--- src/rtl/fi_pkg.sv ---
// ---------------------------------------------------------------------------
// fi_pkg
//   Shared types for the memory-side fault-injection responder.
//   FI_XLEN      : data/address width of a core memory port
//   fi_mem_txn_t : one granted transaction as held in the outstanding FIFO
//   FI_TXN_W     : flat width of fi_mem_txn_t, used on sub-module ports
// ---------------------------------------------------------------------------
package fi_pkg;

    localparam int FI_XLEN = 32;

    typedef struct packed {
        logic               wen;
        logic [FI_XLEN-1:0] addr;
    } fi_mem_txn_t;

    localparam int FI_TXN_W = $bits(fi_mem_txn_t);

endpackage

--- src/rtl/fi_txn_fifo.sv ---
// ---------------------------------------------------------------------------
// fi_txn_fifo
//   Synchronous FIFO of granted-but-unacked transactions.
//   The head entry is held in its own register so the response logic sees
//   a stable value; the entry behind the head is also exposed so a
//   back-to-back response can pick up its write flag in the pop cycle.
// Ports
//   clock, reset     : clock, synchronous active-high reset
//   push, push_data  : enqueue (ignored when full)
//   pop              : dequeue the head (ignored when empty)
//   head             : oldest entry (valid when !empty)
//   second           : entry behind the head (valid when has_second)
//   has_second       : at least two entries are queued
//   count            : number of queued entries, 0..DEPTH
//   full, empty      : count==DEPTH, count==0
// ---------------------------------------------------------------------------
module fi_txn_fifo
    import fi_pkg::*;
#(
    parameter int DEPTH = 4
) (
    input  logic                    clock,
    input  logic                    reset,
    input  logic                    push,
    input  logic [FI_TXN_W-1:0]     push_data,
    input  logic                    pop,
    output logic [FI_TXN_W-1:0]     head,
    output logic [FI_TXN_W-1:0]     second,
    output logic                    has_second,
    output logic [$clog2(DEPTH):0]  count,
    output logic                    full,
    output logic                    empty
);

    localparam int                PTR_W    = $clog2(DEPTH);
    localparam logic [PTR_W:0]    FULL_CNT = (PTR_W + 1)'(DEPTH);
    localparam logic [PTR_W:0]    ONE_CNT  = (PTR_W + 1)'(1);

    logic [FI_TXN_W-1:0] mem [DEPTH];
    logic [FI_TXN_W-1:0] head_q;
    logic [PTR_W-1:0]    wr_ptr;
    logic [PTR_W-1:0]    rd_ptr;
    logic [PTR_W-1:0]    rd_ptr_nxt;
    logic [PTR_W:0]      count_q;
    logic                do_push;
    logic                do_pop;

    assign full       = (count_q == FULL_CNT);
    assign empty      = (count_q == '0);
    assign has_second = (count_q > ONE_CNT);
    assign do_push    = push && !full;
    assign do_pop     = pop && !empty;
    // DEPTH is a power of two, so pointer arithmetic wraps for free.
    assign rd_ptr_nxt = rd_ptr + 1'b1;

    // NOTE: storage is deliberately not reset; count/pointers define which
    // entries are live, and dropping the reset keeps the array as plain RAM.
    // NOTE: sequential state uses non-blocking (<=) so every register samples
    // pre-edge values; blocking here would create order-dependent races.
    always_ff @(posedge clock) begin
        if (do_push) begin
            mem[wr_ptr] <= push_data;
        end
    end

    always_ff @(posedge clock) begin
        if (reset) begin
            wr_ptr  <= '0;
            rd_ptr  <= '0;
            count_q <= '0;
        end else begin
            if (do_push) begin
                wr_ptr <= wr_ptr + 1'b1;
            end
            if (do_pop) begin
                rd_ptr <= rd_ptr_nxt;
            end
            case ({do_push, do_pop})
                2'b10:   count_q <= count_q + 1'b1;
                2'b01:   count_q <= count_q - 1'b1;
                default: ;
            endcase
        end
    end

    // Head register: after a pop the next entry comes from storage if one is
    // queued, otherwise from a simultaneous push; a push into an empty FIFO
    // lands directly in the head.
    always_ff @(posedge clock) begin
        if (reset) begin
            head_q <= '0;
        end else if (do_pop && has_second) begin
            head_q <= mem[rd_ptr_nxt];
        end else if (do_push && (empty || do_pop)) begin
            head_q <= push_data;
        end
    end

    assign head   = head_q;
    assign second = mem[rd_ptr_nxt];
    assign count  = count_q;

endmodule

--- src/rtl/fi_mem_responder.sv ---
// ---------------------------------------------------------------------------
// fi_mem_responder
//   Memory-side responder for one core memory port. Free solver inputs
//   (stim_*) are shaped into a legal req/gnt + recv/ack stream; stall
//   counters force a grant / response once a wait reaches its bound.
// Ports
//   clock, reset        : clock, synchronous active-high reset
//   mem_req/wen/addr    : core request
//   mem_gnt             : request accepted this cycle (combinational)
//   mem_recv            : response valid
//   mem_ack             : core accepts response
//   mem_rdata           : read data (0 for writes)
//   mem_error           : bus error for this response (0 unless ERR_EN)
//   stim_gnt/rsp        : solver wishes to grant / respond
//   stim_rdata/error    : solver-chosen response payload
//   outstanding         : granted-but-unacked count, 0..DEPTH
// ---------------------------------------------------------------------------
module fi_mem_responder
    import fi_pkg::*;
#(
    parameter int MAX_GNT_STALL = 3,
    parameter int MAX_RSP_STALL = 3,
    parameter int DEPTH         = 4,
    parameter bit ERR_EN        = 1'b0
) (
    input  logic                    clock,
    input  logic                    reset,
    input  logic                    mem_req,
    input  logic                    mem_wen,
    input  logic [FI_XLEN-1:0]      mem_addr,
    output logic                    mem_gnt,
    output logic                    mem_recv,
    input  logic                    mem_ack,
    output logic [FI_XLEN-1:0]      mem_rdata,
    output logic                    mem_error,
    input  logic                    stim_gnt,
    input  logic                    stim_rsp,
    input  logic [FI_XLEN-1:0]      stim_rdata,
    input  logic                    stim_error,
    output logic [$clog2(DEPTH):0]  outstanding
);

    localparam int              GS_W    = $clog2(MAX_GNT_STALL + 1);
    localparam int              RS_W    = $clog2(MAX_RSP_STALL + 1);
    localparam logic [GS_W-1:0] GNT_SAT = GS_W'(MAX_GNT_STALL);
    localparam logic [RS_W-1:0] RSP_SAT = RS_W'(MAX_RSP_STALL);

    fi_mem_txn_t     push_txn;
    fi_mem_txn_t     head;
    fi_mem_txn_t     second;
    logic            has_second;
    logic            full;
    logic            empty;
    logic [GS_W-1:0] gnt_stall;
    logic [RS_W-1:0] rsp_stall;
    logic            rsp_pop;
    logic            rsp_start;
    logic            rsp_wen;
    logic            unused_addr;

    assign push_txn = '{wen: mem_wen, addr: mem_addr};

    // Full blocks the grant even when a pop happens this cycle (no bypass).
    assign mem_gnt = !reset && mem_req && !full
                     && (stim_gnt || (gnt_stall == GNT_SAT));

    assign rsp_pop = mem_recv && mem_ack;

    fi_txn_fifo #(
        .DEPTH      (DEPTH)
    ) u_fifo (
        .clock      (clock),
        .reset      (reset),
        .push       (mem_gnt),
        .push_data  (push_txn),
        .pop        (rsp_pop),
        .head       (head),
        .second     (second),
        .has_second (has_second),
        .count      (outstanding),
        .full       (full),
        .empty      (empty)
    );

    // The address travels with the transaction for traceability only; the
    // response payload never depends on it.
    assign unused_addr = ^{head.addr, second.addr};

    // A response may start from idle when something is queued, or
    // back-to-back in the ack cycle when another entry sits behind the one
    // being retired (that entry's write flag comes from 'second').
    // NOTE: every always_comb output gets a default first so no path leaves
    // it unassigned, which would otherwise infer a latch.
    always_comb begin
        rsp_start = 1'b0;
        rsp_wen   = head.wen;
        if (mem_recv) begin
            rsp_wen   = second.wen;
            rsp_start = mem_ack && has_second;
        end else begin
            rsp_start = !empty;
        end
        rsp_start = rsp_start && (stim_rsp || (rsp_stall == RSP_SAT));
    end

    always_ff @(posedge clock) begin
        if (reset) begin
            gnt_stall <= '0;
        end else if (!mem_req || mem_gnt) begin
            gnt_stall <= '0;
        end else if (!full && (gnt_stall != GNT_SAT)) begin
            gnt_stall <= gnt_stall + 1'b1;
        end
    end

    always_ff @(posedge clock) begin
        if (reset) begin
            rsp_stall <= '0;
        end else if (rsp_start) begin
            rsp_stall <= '0;
        end else if (!empty && !mem_recv && (rsp_stall != RSP_SAT)) begin
            rsp_stall <= rsp_stall + 1'b1;
        end
    end

    // Payload is captured only when a response starts, so it holds through
    // an un-acked response and after mem_recv falls.
    always_ff @(posedge clock) begin
        if (reset) begin
            mem_recv  <= 1'b0;
            mem_rdata <= '0;
            mem_error <= 1'b0;
        end else if (rsp_start) begin
            mem_recv  <= 1'b1;
            mem_rdata <= rsp_wen ? '0 : stim_rdata;
            mem_error <= ERR_EN && stim_error;
        end else if (rsp_pop) begin
            mem_recv  <= 1'b0;
        end
    end

endmodule
--- config.mk ---
export PLATFORM = sky130hd
export DESIGN_NAME = fi_mem_responder
export DESIGN_NICKNAME = d
export VERILOG_FILES = /design/src/rtl/fi_pkg.sv /design/src/rtl/fi_txn_fifo.sv /design/src/rtl/fi_mem_responder.sv
export SDC_FILE = /design/constraint.sdc
export NUM_CORES = 1
export LEC_CHECK = 0
export BUFFER_PORTS_ARGS = -buffer_cell sky130_fd_sc_hd__buf_2
export CORE_MARGIN = 2
export CORE_UTILIZATION = 47
export CTS_CLUSTER_SIZE = 24
export DETAILED_ROUTE_END_ITERATION = 10
export PLACE_DENSITY_LB_ADDON = 0.12
export SYNTH_ARGS = -nofsm -noshare
export SYNTH_HDL_FRONTEND = slang
export SYNTH_SLANG_ARGS = --single-unit
--- constraint.sdc ---
create_clock -name clock -period 4.75 [get_ports clock]
set_input_delay 0.95 -clock clock [delete_from_list [all_inputs] [get_ports clock]]
set_output_delay 0.95 -clock clock [all_outputs]
set_load 0.1 [all_outputs]
# == Word-level counts from Yosys, hierarchy flattened ==
# Memories as Yosys holds them, arrays and structs flattened.
# Index checks and enable logic that the tools add are counted.
# totals
ramBits,132
mem_count,1
reg_bits,77
wordCells,61
out_inout_bits,38
input_bits,72
# memory_table
name,depth,word_bits,rd,rd_ports_with_merged_regs,write_ports,line_no,source
u_fifo.mem,4,33,1,0,1,fi_txn_fifo.sv:39,logic [FI_TXN_W-1:0] mem [DEPTH];
# classes
n_eq_ne,7
reduce_logical,28
n_lt_le_gt_ge,1
add_sub_neg,6
muxes,10
# ops
op,n
$mux W33,2
$mux W32,1
$logic_and A1 B1 Y1,13
$add A2 B1 Y2 const B,4
$eq A2 B2 Y1 const B,3
$mux W1,6
$pmux W3 S2,1
$reduce_bool A2 Y1,3
$logic_not A1 Y1,5
$logic_or A1 B1 Y1,4
$ne A2 B2 Y1 const B,2
$reduce_or A2 Y1,2
$add A3 B1 Y3 const B,1
$eq A3 B3 Y1 const B,1
$gt A3 B1 Y1 const B,1
$logic_not A3 Y1,1
$sub A3 B1 Y3 const B,1
$eq A2 B1 Y1 const B,1

# == Longest topological paths before layout ==
# depth
ltp_word,8
depth_mapped,9
depth_no_buf,8

# == Hierarchy ==
# From an unflattened synthesis, not the netlist that was laid out.
# unflattened
hier_cells,583
hier_area_um2,8564.5
# by_module_without_submodules
module,instances,seq_area_each_um2,cells_per_inst,area_each_um2
fi_txn_fifo,1,4764.6,411,6777.8
fi_mem_responder,1,740.7,172,1786.7

# == Worst setup path before layout ==
# No wires, ideal clock.
# synth_path
kind,reg2out
startpoint,"register u_fifo.count_q[1], in the netlist u_fifo.count[1]"
endpoint,output port mem_gnt
arrival_time_ns,2.352
n_path_buf,1
path_slack_ns,1.448
stages_incl_launch_ff,5
required_time_ns,3.800
cell_sequence,dfxtp_1 inv_1 ha_1 a211oi_1 buf_2
# synth_between
elab_chain_cells,4
# synth_lines
item,line_no,source
"start, declared",fi_txn_fifo.sv:44,logic [PTR_W:0] count_q;
"start signal, assigned",fi_txn_fifo.sv:79,2'b10: count_q <= count_q + 1'b1;
"start signal, assigned",fi_txn_fifo.sv:80,2'b01: count_q <= count_q - 1'b1;
$eq A3 B3 Y1,fi_txn_fifo.sv:48,assign full = (count_q == FULL_CNT);
$logic_not A1 Y1,fi_mem_responder.sv:64,assign mem_gnt = !reset && mem_req && !full
$logic_and A1 B1 Y1,fi_mem_responder.sv:64,
$logic_and A1 B1 Y1,fi_mem_responder.sv:65,&& (stim_gnt || (gnt_stall == GNT_SAT));
"end, declared",fi_mem_responder.sv:31,"output logic mem_gnt,"
# No other way between the ends.

# == Worst setup path after layout ==
# layout_path
startpoint,input port reset
endpoint,output port mem_gnt
# layout_between
elab_chain_cells,4
# layout_lines
item,line_no,source
"start, declared",fi_mem_responder.sv:27,"input logic reset,"
$logic_not A1 Y1,fi_mem_responder.sv:64,
$logic_and A1 B1 Y1 (2 in series),fi_mem_responder.sv:64,
$logic_and A1 B1 Y1,fi_mem_responder.sv:65,
# No other way between the ends.

==> key figures <==
Place
  – DP Area: 2360 sq um
  – Routability Congestion: 0.7473
  – I/O Buffers: 75
  – Setup slack at placement: 1.752 ns
  – Post-DP HPWL: 2543 microns

Floorplanning
  – Initial Util: 49.46%
  – IO Count: 110
  – CORE AREA: 4058 sq um
  – FP Rows: 23
  – Die span in x: 69.35 microns
  – DIE AREA: 4809 sq um
  – Die height: 69.35 microns

Detailed routing
  – DR WL met3: 200 microns
  – Max layer used: met4
  – Violation count after the first detailed-route iteration: 55
  – First-pass DRT Iterations: 4
  – Via count: 1469
  – Wirelength, routed: 3618 microns
  – Vias/cell: 4.963
  – Met1 WL: 1690 microns
  – Post-DRT Antenna Nets: 0
  – Met2 wire len: 1710 microns
  – Wirelength per Cell: 12.22 microns
  – Drt drc: 0

Global route
  – First-pass GRT wire length: 6216 microns
  – Largest net degree at the start of global routing: 33
  – Congestion Overflow GR: 0
  – Gr usage total: 15.69%
  – Initial antenna violation count: 0
  – Vias in the first global route: 1394

Run
  – Max Cap Violations: 0

Finish
  – Nets: 328
  – Share of layout cells above drive strength 1: 37.40%
  – Area Growth Syn to Fin: 22.26%
  – Post-route cell area: 2454 sq um
  – Diode count: 0

Yosys
  – Largest area contributor in the netlist: dfxtp_1
  – EDFF count, synth: 4
  – Mean Syn Cell Area: 11.74 sq um
  – Post-synthesis sequential area ratio: 50.87%
  – Area contributors post-synth: dfxtp_1 45%, a22o_1 14%, ha_1 6.9%, edfxtp_1 6.0%, buf_6 2.8%
  – YS warnings: 0
  – Post-Syn Instances: 171
  – Ys flop type: dfxtp_1
  – Synthesized Nets: 254
  – Post-synth top area share: 44.89%
  – Synth Cell Area: 2007 sq um
  – Asr flop ratio synth: 0%
  – Synthesis-stage register bit count: 49
  – Synth cell types: 41

STA
  – Hold slack: 0.4696 ns
  – Sum Neg Setup Slack: 0 ns
  – Max Transition Viols Final: 0
  – RSZ-0062 raised after global routing: false
  – Clock Skews: 0.01087 ns
  – Final setup fails: 0
  – Setup ws final: 1.753 ns
  – F_max: 333.7 MHz
  – Final period util: 63.09%
  – Final Hold Fails: 0
  – Period minus WS final: 2.997 ns

Status
  – Status: completed

CTS
  – Total setup buffers inserted after CTS: 0
  – TritonCTS clock tree: done
  – Hold buffers post-CTS: 0
  – Worst-Skew Late Latency: 0.29 ns
  – Bufs on Longest Clock Path: 2
  – Num CTS Buffers: 5
  – Root Buffer: clkbuf_8
  – Post-CTS Resized: 0
  – Clock-pin slew on the worst setup and hold paths: 0.09 ns
  – Sinks on the clock net: 49
  – H-tree levels: 2

Power
  – Peak VDD IR: 0.0003253 V
  – Pwr Density: 389.2 nW/um^2
  – Leak pwr: 1.164 nW

Critical path
  – Startpoint Class: input pin
  – WS Path Type: in2out
  – Worst path required time: 3.80 ns
  – Crit path DAT: 2.05 ns
  – Max FO, Critical Path: 12
  – Worst setup EP type: primary output

Hold path
  – Hold Path Class: reg2reg
-- critical path, stage by stage --
cell and delay (ns):
buf_2 0.18, nand2b_1 0.21, a211oi_1 0.23, buf_2 0.48
-- path summary, 6_finish.rpt --
| path | start | to | slack, ns | cells after the start |
|---|---|---|---|---|
| worst max-delay path | reset | mem_gnt | 1.75 | 4 |
| worst min-delay path | rsp_stall[1] | rsp_stall[1] | 0.47 | 2 |
| worst max register to register | u_fifo.count[0] | u_fifo.count[2] | 2.47 | 8 |
| worst min register to register | rsp_stall[1] | rsp_stall[1] | 0.47 | 2 |
-- per-layer routing --
metal  GRT usage (%)  vias to the layer above
li1                -                      764
met1           19.82                      660
met2           26.71                       43
met3           4.070                        2
met4           3.922                        0
met5               0                        -
-- state kept, by name, summed over array words and instances (netlist names) --
name	count
rsp_stall	2
gnt_stall	2
u_fifo.head	1
mem_rdata	32
mem_recv	1
u_fifo.rd_ptr	2
u_fifo.count	3
u_fifo.mem	4
u_fifo.wr_ptr	2
-- logic make-up (layout without fill, tap and decap cells) --
family / after synthesis / count (layout) / share of synthesized area, %
buffers and inverters: 18 / 93 / 6.670
XOR/XNOR: 7 / 7 / 3.055
multiplexers: 5 / 5 / 2.743
other: 1 / 1 / 0.1869
AO/OA/AOI/OAI: 49 / 49 / 20.57
flip-flops: 49 / 49 / 50.87
adder cells (fa/ha/maj): 11 / 11 / 6.858
AND/OR/NAND/NOR: 31 / 31 / 9.040
-- report_power, final --
group	total [mW]	switching (mW)	internal [mW]
Clock	0.241	0.135	0.106
Combinational	0.259	0.201	0.0579
Sequential	0.455	0.0151	0.440
Total	0.955	0.351	0.604
-- placed cells by master, fill, tap and decap left out, types with 3 or more instances in the layout --
cell type   n
ha_1       11
nor2_1      9
mux2i_1     4
clkbuf_8    5
and2_1      5
edfxtp_1    4
inv_1       6
a21oi_1     3
nand2_1     4
buf_4       3
dfxtp_1    45
xnor2_1     5
a22o_1     32
buf_2      75
-- synthesized netlist by cell type, types with 3 or more instances --
| master | count |
|---|---|
| nor2_1 | 9 |
| dfxtp_1 | 45 |
| ha_1 | 11 |
| buf_6 | 5 |
| edfxtp_1 | 4 |
| a21oi_1 | 3 |
| inv_1 | 6 |
| and2_1 | 5 |
| mux2i_1 | 4 |
| a22o_1 | 32 |
| xnor2_1 | 5 |
| nand2_1 | 4 |
-- final cells by class --
class	instances	area, sq um
inverter	7	26.28
clock inverter	3	25.02
sequential	49	1021
multi-input combinational	104	852.1
timing repair buffer	78	397.9
clock buffer	5	68.82
fill	338	1604
tap	50	62.56
-- per-stage QoR --
step | power, mW | utilization (%) | instances
after floorplan | 0.6864 | - | 171
after global placement | 0.7230 | 58.16 | 288
after detailed placement | 0.7237 | 58.16 | 288
after CTS | 0.9693 | 60.47 | 296
after global routing | 1.002 | 60.47 | 296
final | 0.9550 | 60.47 | 296
No activity file was read; power rests on OpenSTA's default activity.
